$ cat src/rtl/core_id.sv
// IF->ID stage: two-entry skid buffer holding pre-decoded RV32I instructions,
// presented to execute through a registered valid/ready interface.
module core_id #(
  parameter int unsigned XLEN = 32
) (
  input  logic            clk,
  input  logic            rest,
  input  logic [31:0]     fd_istr,
  input  logic [XLEN-1:0] fd_pc,
  input  logic            fd_valid,
  input  logic            fd_jump,
  output logic            fd_ready,
  input  logic            flush_en,
  input  logic            ctr_stop,
  output logic            de_valid,
  input  logic            de_ready,
  output logic [XLEN-1:0] de_pc,
  output logic [XLEN-1:0] de_pc_next,
  output logic [31:0]     de_istr,
  output logic [3:0]      de_opclass,
  output logic [2:0]      de_funct3,
  output logic [6:0]      de_funct7,
  output logic [4:0]      de_rs1,
  output logic [4:0]      de_rs2,
  output logic [4:0]      de_rd,
  output logic            de_rs1_en,
  output logic            de_rs2_en,
  output logic            de_rd_en,
  output logic [31:0]     de_imm,
  output logic            de_jump,
  output logic            de_illegal
);

  typedef struct packed {
    logic [XLEN-1:0] pc;
    logic [XLEN-1:0] pc_next;
    logic [31:0]     istr;
    logic [3:0]      opclass;
    logic [2:0]      funct3;
    logic [6:0]      funct7;
    logic [4:0]      rs1;
    logic [4:0]      rs2;
    logic [4:0]      rd;
    logic            rs1_en;
    logic            rs2_en;
    logic            rd_en;
    logic [31:0]     imm;
    logic            jump;
    logic            illegal;
  } dec_t;

  typedef enum logic [1:0] {StEmpty, StOne, StTwo} state_e;

  state_e state_q, state_d;
  dec_t   out_q, out_d, skid_q, skid_d, dec;
  logic   accept, issue;

  // Decode the incoming instruction so both buffer entries hold finished fields.
  always_comb begin
    logic        compressed;
    logic        rs1_w, rs2_w, rd_w;
    logic [31:0] i;
    i           = fd_istr;
    compressed  = (i[1:0] != 2'b11);
    rs1_w       = 1'b0;
    rs2_w       = 1'b0;
    rd_w        = 1'b0;
    dec         = '0;
    dec.pc      = fd_pc;
    dec.pc_next = fd_pc + (compressed ? XLEN'(2) : XLEN'(4));
    dec.istr    = i;
    dec.funct3  = i[14:12];
    dec.funct7  = i[31:25];
    dec.rs1     = i[19:15];
    dec.rs2     = i[24:20];
    dec.rd      = i[11:7];
    dec.jump    = fd_jump;
    dec.opclass = 4'd15;
    dec.illegal = 1'b1;
    if (!compressed) begin
      dec.illegal = 1'b0;
      case (i[6:0])
        7'b0110111: begin dec.opclass = 4'd0;  rd_w = 1'b1; dec.imm = {i[31:12], 12'b0}; end
        7'b0010111: begin dec.opclass = 4'd1;  rd_w = 1'b1; dec.imm = {i[31:12], 12'b0}; end
        7'b1101111: begin
          dec.opclass = 4'd2;
          rd_w        = 1'b1;
          dec.imm     = {{11{i[31]}}, i[31], i[19:12], i[20], i[30:21], 1'b0};
        end
        7'b1100111: begin
          dec.opclass = 4'd3;
          rs1_w       = 1'b1;
          rd_w        = 1'b1;
          dec.imm     = {{20{i[31]}}, i[31:20]};
        end
        7'b1100011: begin
          dec.opclass = 4'd4;
          rs1_w       = 1'b1;
          rs2_w       = 1'b1;
          dec.imm     = {{19{i[31]}}, i[31], i[7], i[30:25], i[11:8], 1'b0};
        end
        7'b0000011: begin
          dec.opclass = 4'd5;
          rs1_w       = 1'b1;
          rd_w        = 1'b1;
          dec.imm     = {{20{i[31]}}, i[31:20]};
        end
        7'b0100011: begin
          dec.opclass = 4'd6;
          rs1_w       = 1'b1;
          rs2_w       = 1'b1;
          dec.imm     = {{20{i[31]}}, i[31:25], i[11:7]};
        end
        7'b0010011: begin
          dec.opclass = 4'd7;
          rs1_w       = 1'b1;
          rd_w        = 1'b1;
          dec.imm     = {{20{i[31]}}, i[31:20]};
        end
        7'b0110011: begin dec.opclass = 4'd8; rs1_w = 1'b1; rs2_w = 1'b1; rd_w = 1'b1; end
        7'b0001111: begin dec.opclass = 4'd9;  dec.imm = {{20{i[31]}}, i[31:20]}; end
        7'b1110011: begin dec.opclass = 4'd10; dec.imm = {{20{i[31]}}, i[31:20]}; end
        default:    dec.illegal = 1'b1;
      endcase
    end
    dec.rs1_en = rs1_w;
    dec.rs2_en = rs2_w;
    dec.rd_en  = rd_w && (i[11:7] != 5'd0);
  end

  assign fd_ready = (state_q != StTwo) && !ctr_stop;
  assign de_valid = (state_q != StEmpty) && !ctr_stop;
  assign accept   = fd_valid && fd_ready;
  assign issue    = de_valid && de_ready;

  always_comb begin
    state_d = state_q;
    out_d   = out_q;
    skid_d  = skid_q;
    if (flush_en) begin
      state_d = StEmpty;
    end else begin
      case (state_q)
        StEmpty: if (accept) begin out_d = dec; state_d = StOne; end
        StOne: begin
          if (accept && issue) begin
            out_d = dec;
          end else if (accept) begin
            skid_d  = dec;
            state_d = StTwo;
          end else if (issue) begin
            state_d = StEmpty;
          end
        end
        StTwo:   if (issue) begin out_d = skid_q; state_d = StOne; end
        default: state_d = StEmpty;
      endcase
    end
  end

  always_ff @(posedge clk) begin
    if (rest) begin
      state_q <= StEmpty;
      out_q   <= '0;
      skid_q  <= '0;
    end else begin
      state_q <= state_d;
      out_q   <= out_d;
      skid_q  <= skid_d;
    end
  end

  assign de_pc      = out_q.pc;
  assign de_pc_next = out_q.pc_next;
  assign de_istr    = out_q.istr;
  assign de_opclass = out_q.opclass;
  assign de_funct3  = out_q.funct3;
  assign de_funct7  = out_q.funct7;
  assign de_rs1     = out_q.rs1;
  assign de_rs2     = out_q.rs2;
  assign de_rd      = out_q.rd;
  assign de_rs1_en  = out_q.rs1_en;
  assign de_rs2_en  = out_q.rs2_en;
  assign de_rd_en   = out_q.rd_en;
  assign de_imm     = out_q.imm;
  assign de_jump    = out_q.jump;
  assign de_illegal = out_q.illegal;

endmodule
$ cat config.mk
export PLATFORM = sky130hd
export DESIGN_NAME = core_id
export DESIGN_NICKNAME = d
export VERILOG_FILES = /design/src/rtl/core_id.sv
export SDC_FILE = /design/constraint.sdc
export NUM_CORES = 1
export LEC_CHECK = 0
export CAP_MARGIN = 20
export CORE_ASPECT_RATIO = 1.75
export CORE_MARGIN = 3
export CORE_UTILIZATION = 47
export CTS_BUF_LIST = sky130_fd_sc_hd__clkbuf_4 sky130_fd_sc_hd__clkbuf_8 sky130_fd_sc_hd__clkbuf_16
export CTS_CLUSTER_DIAMETER = 80
export DETAILED_ROUTE_END_ITERATION = 6
export GPL_ROUTABILITY_DRIVEN = 0
export PLACE_DENSITY = 0.86
export SLEW_MARGIN = 25
export SYNTH_ARGS = -nofsm -noshare
export SYNTH_HDL_FRONTEND = slang
export SYNTH_SLANG_ARGS = --single-unit
export TNS_END_PERCENT = 30
$ cat constraint.sdc
create_clock -name clk -period 2.61 [get_ports clk]
set_clock_uncertainty 0.05 [all_clocks]
set_input_delay 0.522 -clock clk [delete_from_list [all_inputs] [get_ports clk]]
set_output_delay 0.522 -clock clk [all_outputs]
set_load 0.005 [all_outputs]
==> Yosys cells after proc, flatten, opt, wreduce, memory -nomap -nowiden <==
Index checks and enable logic that the tools add are counted.
{ "word_totals": {"regBits": 326, "latchBits": 0, "ram_bits": 0, "romBits": 0, "input_bits": 71, "out_inout_bits": 164, "word_cells": 98, "mem_count": 0} }
{ "classes": {"addsub": 1, "mul": 0, "div_mod_pow": 0, "n_lt_le_gt_ge": 0, "n_eq_ne": 20, "shift": 0, "n_mux": 23, "bitwise": 2, "n_reduce_logical": 21} }
{ "ops": {"columns": ["op", "count"], "rows": [
  ["$mux 162", 3],
  ["$pmux 162 s3", 1],
  ["$pmux 32 s5", 1],
  ["$pmux 4 s11", 1],
  ["$add 32x3->32", 1],
  ["$mux 32", 1],
  ["$eq 7x7->1 const B", 4],
  ["$eq 7x6->1 const B", 3],
  ["$eq 7x5->1 const B", 2],
  ["$ne 2x2->1 const B", 6],
  ["$reduce_or 11->1", 1],
  ["$mux 2", 5],
  ["$mux 1", 8],
  ["$reduce_and 4->1", 2],
  ["$eq 7x2->1 const B", 1],
  ["$eq 7x4->1 const B", 1],
  ["$reduce_or 7->1", 1],
  ["$logic_and 1x1->1", 6],
  ["$pmux 2 s3", 1],
  ["$reduce_or 6->1", 1],
  ["$reduce_and 5->1", 1],
  ["$reduce_bool 5->1", 1],
  ["$reduce_or 5->1", 1],
  ["$mux 4", 1],
  ["other kinds (11)", 13]
]} }

==> Depth between registers and ports, before layout <==
Gate-level depths: netlist of the first run.
{ "logic_depth": {"ltp_word": 7, "depth_mapped": 10, "ltp_nobuf": 8} }

==> Least setup slack after synthesis of the first run <==
OpenSTA, ideal clock, no wires.
{ "synth_path": {"path_type": "input to register", "startpoint": "in fd_istr[1]", "endpoint": "reg out_q, in the netlist de_pc_next[11]", "setup_ns": 0.058, "arrival_time_ns": 2.717, "t_required_ns": 2.502, "path_slack_ns": -0.215, "cell_stages": 10, "n_path_buf": 2, "cell_sequence": "nand2_1 -> buf_1 -> ha_1 -> fa_1 -> and4_1 -> buf_2 -> nand3_1 -> xor2_1 -> a2111oi_0 -> a31o_2"} }
{ "synth_via": {"elab_chain_len": 5, "elab_cells_between_ends": 6, "classes_between": "add/sub (1); eq/ne (1); mux (4)"} }
{ "synth_rtl": {"columns": ["item", "line_no", "rtl"], "rows": [
  ["start, declared", "8", "input logic [31:0] fd_istr,"],
  ["$ne 2x2->1 *", "64", "compressed = (i[1:0] != 2'b11);"],
  ["$mux 3 *", "70", "dec.pc_next = fd_pc + (compressed ? XLEN'(2) : XLEN'(4));"],
  ["$add 32x3->32 *", "70", null],
  ["$mux 162 (on tied branches)", "146, 144", null],
  ["$pmux 162 s3 *", "143", "case (state_q)"],
  ["end signal, assigned", "168", "out_q <= out_d;"],
  ["end, declared", "55", "dec_t out_q, out_d, skid_q, skid_d, dec;"]
]} }
Every way passes the cells marked *; elsewhere a longest branch is shown, timed or not. The select of a mux whose other input is x is not followed.
A chain may end at the register's enable or synchronous reset.

==> Worst setup path after layout of the first run <==
{ "layout_path": {"startpoint": "in fd_istr[1]", "endpoint": "reg out_q, in the netlist de_pc_next[30]"} }
The elaborated chain is that of the path after synthesis.

==> impl_metrics.toml, run 1 <==
[run_status]
outcome = "finished, final reports clean"

[logic_synthesis]
synth_fa_ha_area_share_pct = 0.455
synth_top_area_cell = "dfxtp_1"
synth_compound_area_share_pct = 22.7
syn_avg_cell_area_um2 = 7.94
synthCells = 1524
ys_seq_area_share_pct = 45.4
synth-simple-area-share_pct = 23.0
ys_ff_latch = 274
synth_top_family_by_area = "simple AND/OR/NAND/NOR gates"
yosys_warnings = 0
synth-edff-count = 0
synth_area_leaders = "dfxtp_1 45%, nand2_1 11%, nor2_1 5.0%, a311oi_1 4.9%, a21oi_1 4.8%"
synth_top_area_share_pct = 45.4
synth_async_sr_flop_share_pct = 0
syn_nets = 1598
ys_types = 63
netlist_area_mm2 = 0.0121
ys.flop_type = "dfxtp_1"
synth_mux_area_share_pct = 0.0828
synth_xor_area_share_pct = 2.03

[floorplanning]
die_w_um = 127
dieHeight_um = 218
core_area_mm2 = 0.0253
io_pins = 235
rows = 77
initial_core_util_pct = 47.7
die_area_mm2 = 0.0278

[placed_design]
dp_slack_ns = -0.456
dp_hpwl_mm = 28.7
placed_area_mm2 = 0.0153
io_buffers = 234

[clock_network]
clock_latency_ns = 0.54
root_buffer = "clkbuf_16"
clk_pin_slew_worst_paths_ns = 0.06
cts_tree = "built"
cts_buffer_depth = 3
numCtsBuffers = 25
post_cts_buffers = 0
clock-sinks = 274
htreeDepth = 1

[global_route]
gr-total-overflow = 0
grt_max_degree = 113
grtUsageTotal_pct = 28.3
grt_pass1_vias = 12200
antenna_found_initial = 0
grt_pass1_wl_mm = 64.1

[detailed_routing]
postRouteAntennaNets = 0
wl_mm = 41.0
first_pass_iters = 5
routedWlPerCell_um = 19.6
vias = 12500
vias_per_cell = 6.00
remaining_drc_errors = 0
drt_first_iter_violations = 1056

[timing]
hold_viol = 0
relSlewSlack_pct = 43.6
fmax_mhz = 401
setup_ws_ns = 0.116
maxSlewViolCount = 0
setup_viol = 0
period_minus_slack_ns = 2.49
tns_ns = 0
post-route-period-util_pct = 95.6
rsz0062_at_grt = "no"
worst_pin_slew_ns = 0.843

[critical_path]
required_ns = 2.97
cp-end-kind = "register"
start_kind = "input pin"
cp.arrival_ns = 2.86
path_class = "input pin to register"
crit_fanout = 6

[cells_and_area]
fin_area_mm2 = 0.0162
nNetsFinal = 1837
final_cell_mix = "348 x nand2_1, 274 x dfxtp_1, 233 x clkdlybuf4s50_1"
layout_commonest_cell = "nand2_1"
finalCoreUtilization_pct = 63.9
drive_above_1_share_pct = 11.5
syn2layout_area_growth_pct = 33.8
diodes = 0
fill_cells = 2017

[worst_hold_path]
min_path_type = "input pin to register"

[pwr]
ir_drop_v = 0.000512
p_leak_uw = 0.00566
p_per_area_mw_per_mm2 = 573

[run]
maxCapViolations = 0
[path summary, 6_finish.rpt]
kind                            depth (start not counted)  startpoint  slack (ns)              to
worst min-delay path                                    2        rest        0.37   de_opclass[3]
worst max register to register                          8  state_q[1]        0.36       de_pc[14]
worst min register to register                          2  skid_q[89]        0.40     de_istr[23]
worst max-delay path                                   10  fd_istr[1]        0.12  de_pc_next[30]
[power breakdown]
part	switching [µW]	leakage (µW)	total, µW	internal, µW
Sequential	71.1	0.00222	4360	4290
Clock	1580	0.000418	3820	2240
Combinational	549	0.00302	1090	540
[registers in the layout, indices dropped and copies added (netlist names)]
name,count
de_istr,32
skid_q,136
de_imm,32
de_rd_en,1
de_rs2_en,1
de_illegal,1
de_pc_next,31
de_pc,32
de_jump,1
de_opclass,4
state_q,2
de_rs1_en,1
[repair_timing]
action / CTS / global route
setup endpoints to repair: 0 / 12
endpoints found under the hold margin: 0 / 0
hold buffers: 0 / 0
gates resized for setup: 0 / 2
[per-stage QoR]
stage	power (µW)	instances	hold WS (ns)
floorplan	4890	1524	0.376
CTS	9300	2092	0.339
detailed placement	5520	2052	0.397
global route	9560	2092	0.376
global placement	5500	2052	0.389
finish	9270	2092	0.370
[synthesized netlist by cell type (all sizes together), types with 19 or more instances]
| cell | n |
|---|---|
| nand2 | 349 |
| dfxtp | 274 |
| nor2 | 163 |
| a21oi | 116 |
| clkbuf | 105 |
| a311oi | 68 |
| buf | 57 |
| o21ai | 53 |
| a211oi | 39 |
| nor3 | 34 |
| a221oi | 26 |
| nand3 | 21 |
| xnor2 | 19 |
[cell type report]
cell class / instances / area, µm² / share of cell area (%)
timing repair buffer: 374 / 3560 / 22.0
clock inverter: 5 / 108 / 0.665
sequential: 274 / 5490 / 33.9
tap: 316 / 395 / 2.44
clock buffer: 35 / 732 / 4.52
multi-input combinational: 1079 / 5870 / 36.3
inverter: 9 / 33.8 / 0.209
[kinds of logic (layout without fill, tap and decap cells)]
group,Yosys count,count (layout)
AO/OA/AOI/OAI,400,400
XOR/XNOR,28,28
adder cells (fa/ha/maj),4,4
buffers and inverters,171,423
flip-flops,274,274
multiplexers,1,1
AND/OR/NAND/NOR,646,646
[critical path, stage by stage]
cell and delay (ns):
clkdlybuf4s50_1 0.45, nand2_2 0.13, inv_1 0.07, ha_1 0.29
a21oi_2 0.06, or4b_1 0.53, buf_4 0.19, nor4_2 0.32
xnor2_1 0.18, o22ai_1 0.10
[per-layer routing]
layer  vias up  track usage (%)  wire length, µm
li1       5810                -                -
met1      5982             30.0            13800
met2       588             51.5            21500
met3       166             3.45             2570
met4         0             18.9             3040
met5         -                0                0
Note: power is estimated with default switching activity, not from simulation.
==> inputs of run 2 (changes only) <==
- CORE_UTILIZATION: 47 -> 52
- PLACE_DENSITY: 0.86 -> 0.9
- clock period: 2.61 -> 2.8 ns (I/O delays scaled with it)
==> impl_metrics.toml, run 2 (synthesis gave the netlist of run 1 again) <==
[cells_and_area]
multi_input_area_mm2 = 0.00586
largest_register_ffs = 136
seqCellArea_mm2 = 0.00549
nNetsFinal = 1807
layout_commonest_cell = "nand2_1"
drive_above_1_share_pct = 9.90
top_register = "skid_q"
syn2layout_area_growth_pct = 31.6
diodes = 0
fill_cells = 1658
final_cell_mix = "349 x nand2_1, 274 x dfxtp_1, 233 x clkdlybuf4s50_1"

[floorplanning]
core_area_mm2 = 0.0228
io_pins = 235
die_area_mm2 = 0.0252
die_w_um = 121
dieHeight_um = 208
rows = 73
initial_core_util_pct = 53.0

[run_status]
violations = "DRC"
outcome = "finished, violations left"

[timing]
rsz0062_at_grt = "no"
worst_pin_slew_ns = 0.672
relSlewSlack_pct = 55.2
post-route-period-util_pct = 92.3
tns_ns = 0
setup_viol = 0
period_minus_slack_ns = 2.58
fmax_mhz = 387
maxSlewViolCount = 0
setup_ws_ns = 0.216
hold_viol = 0

[detailed_routing]
wl_mm = 41.2
vias_per_cell = 6.20
routedWlPerCell_um = 20.1
vias = 12700
first_pass_iters = 7
remaining_drc_errors = 3
drt_first_iter_violations = 1332
postRouteAntennaNets = 0

[placed_design]
io_buffers = 234
dp_hpwl_mm = 28.0
dp_slack_ns = -0.226

[critical_path]
crit_chain = "clkdlybuf4s50_1, nand2_1, inv_1, buf_4, fa_1, and4_1, nand3_1, buf_4, nor4_1, xnor2_1, o22ai_1"
required_ns = 3.14
crit_fanout = 15
cp.arrival_ns = 2.93
cp-end-kind = "register"
crit_slowest_cell = "clkdlybuf4s50_1"
slowest_delay_ns = 0.48
path_class = "input pin to register"
worst_path_most_repeated_cell = "buf_4"
start_kind = "input pin"

[global_route]
grt_pass1_wl_mm = 64.4
gr-total-overflow = 0
grtUsageTotal_pct = 31.3
grt_max_degree = 120
antenna_found_initial = 0
grt_pass1_vias = 12400

[clock_network]
htreeDepth = 1
clk_pin_slew_worst_paths_ns = 0.07
clock_latency_ns = 0.53
cts_buffer_depth = 3
postCtsHoldBufs = 0
post_cts_buffers = 0
clock-sinks = 274
cts_tree = "built"
ctsResizeCount = 0
numCtsBuffers = 25
root_buffer = "clkbuf_16"

[pwr]
p_per_area_mw_per_mm2 = 547
p_leak_uw = 0.00551
ir_drop_v = 0.000458

[run]
maxCapViolations = 0

[worst_hold_path]
min_path_type = "register to register"
## run 2: cell types whose count changed in the layout (fill, tap and decap cells not counted), moves of 2 or more
cell,delta
clkinvlp_4,+2
clkbuf_4,-2
buf_12,-2
buf_4,-28
clkinv_2,+3
## run 2: metrics by stage
step / utilization, % / total power (µW) / cells / hold WS, ns / area (µm²)
floorplan: - / 4550 / 1524 / 0.376 / 12100
global placement: 66.0 / 5110 / 2006 / 0.392 / 15100
detailed placement: 66.0 / 5130 / 2006 / 0.397 / 15100
CTS: 69.7 / 8700 / 2048 / 0.405 / 15900
global route: 69.7 / 8930 / 2048 / 0.419 / 15900
finish: 69.7 / 8700 / 2048 / 0.406 / 15900
## run 2: power by group
part           internal [µW]  leakage [µW]  total, µW  switching (µW)
logic                    492       0.00286       1010             516
registers               3990       0.00222       4060            65.0
clock network           2140      0.000424       3640            1500
## run 2: final cells by class
type,count,share of cell area (%)
tap,300,2.36
inverter,9,0.212
sequential,274,34.5
clock inverter,10,0.998
timing repair buffer,344,20.8
multi-input combinational,1079,36.8
clock buffer,32,4.42
## run 2: worst paths after layout
| path | from | end | slack [ns] | cells after the start |
|---|---|---|---|---|
| worst max-delay path | fd_istr[0] | de_pc_next[25] | 0.22 | 11 |
| worst min-delay path | skid_q[91] | skid_q[91] | 0.41 | 2 |
| worst max register to register | state_q[1] | de_istr[1] | 0.63 | 8 |
| worst min register to register | skid_q[91] | skid_q[91] | 0.41 | 2 |
## run 2: worst max-delay path: cells and delay by family
kind	cells	cell delay, ns
AND/OR/NAND/NOR	4	0.83
adder cells (fa/ha/maj)	1	0.21
XOR/XNOR	1	0.21
AO/OA/AOI/OAI	1	0.11
buffers and inverters	4	0.99
## run 2: routing by layer
layer	GRT usage (%)	part of all wire, %
met1	33.1	33
met2	55.6	51
met3	4.12	7.4
met4	22.5	8.3
met5	0	0
==> inputs of run 3 (changes only) <==
- CAP_MARGIN: 20 -> 25
- SLEW_MARGIN: 25 -> default
==> results of run 3 <==
Final layout, timing and power as in run 2 (identical DEF).
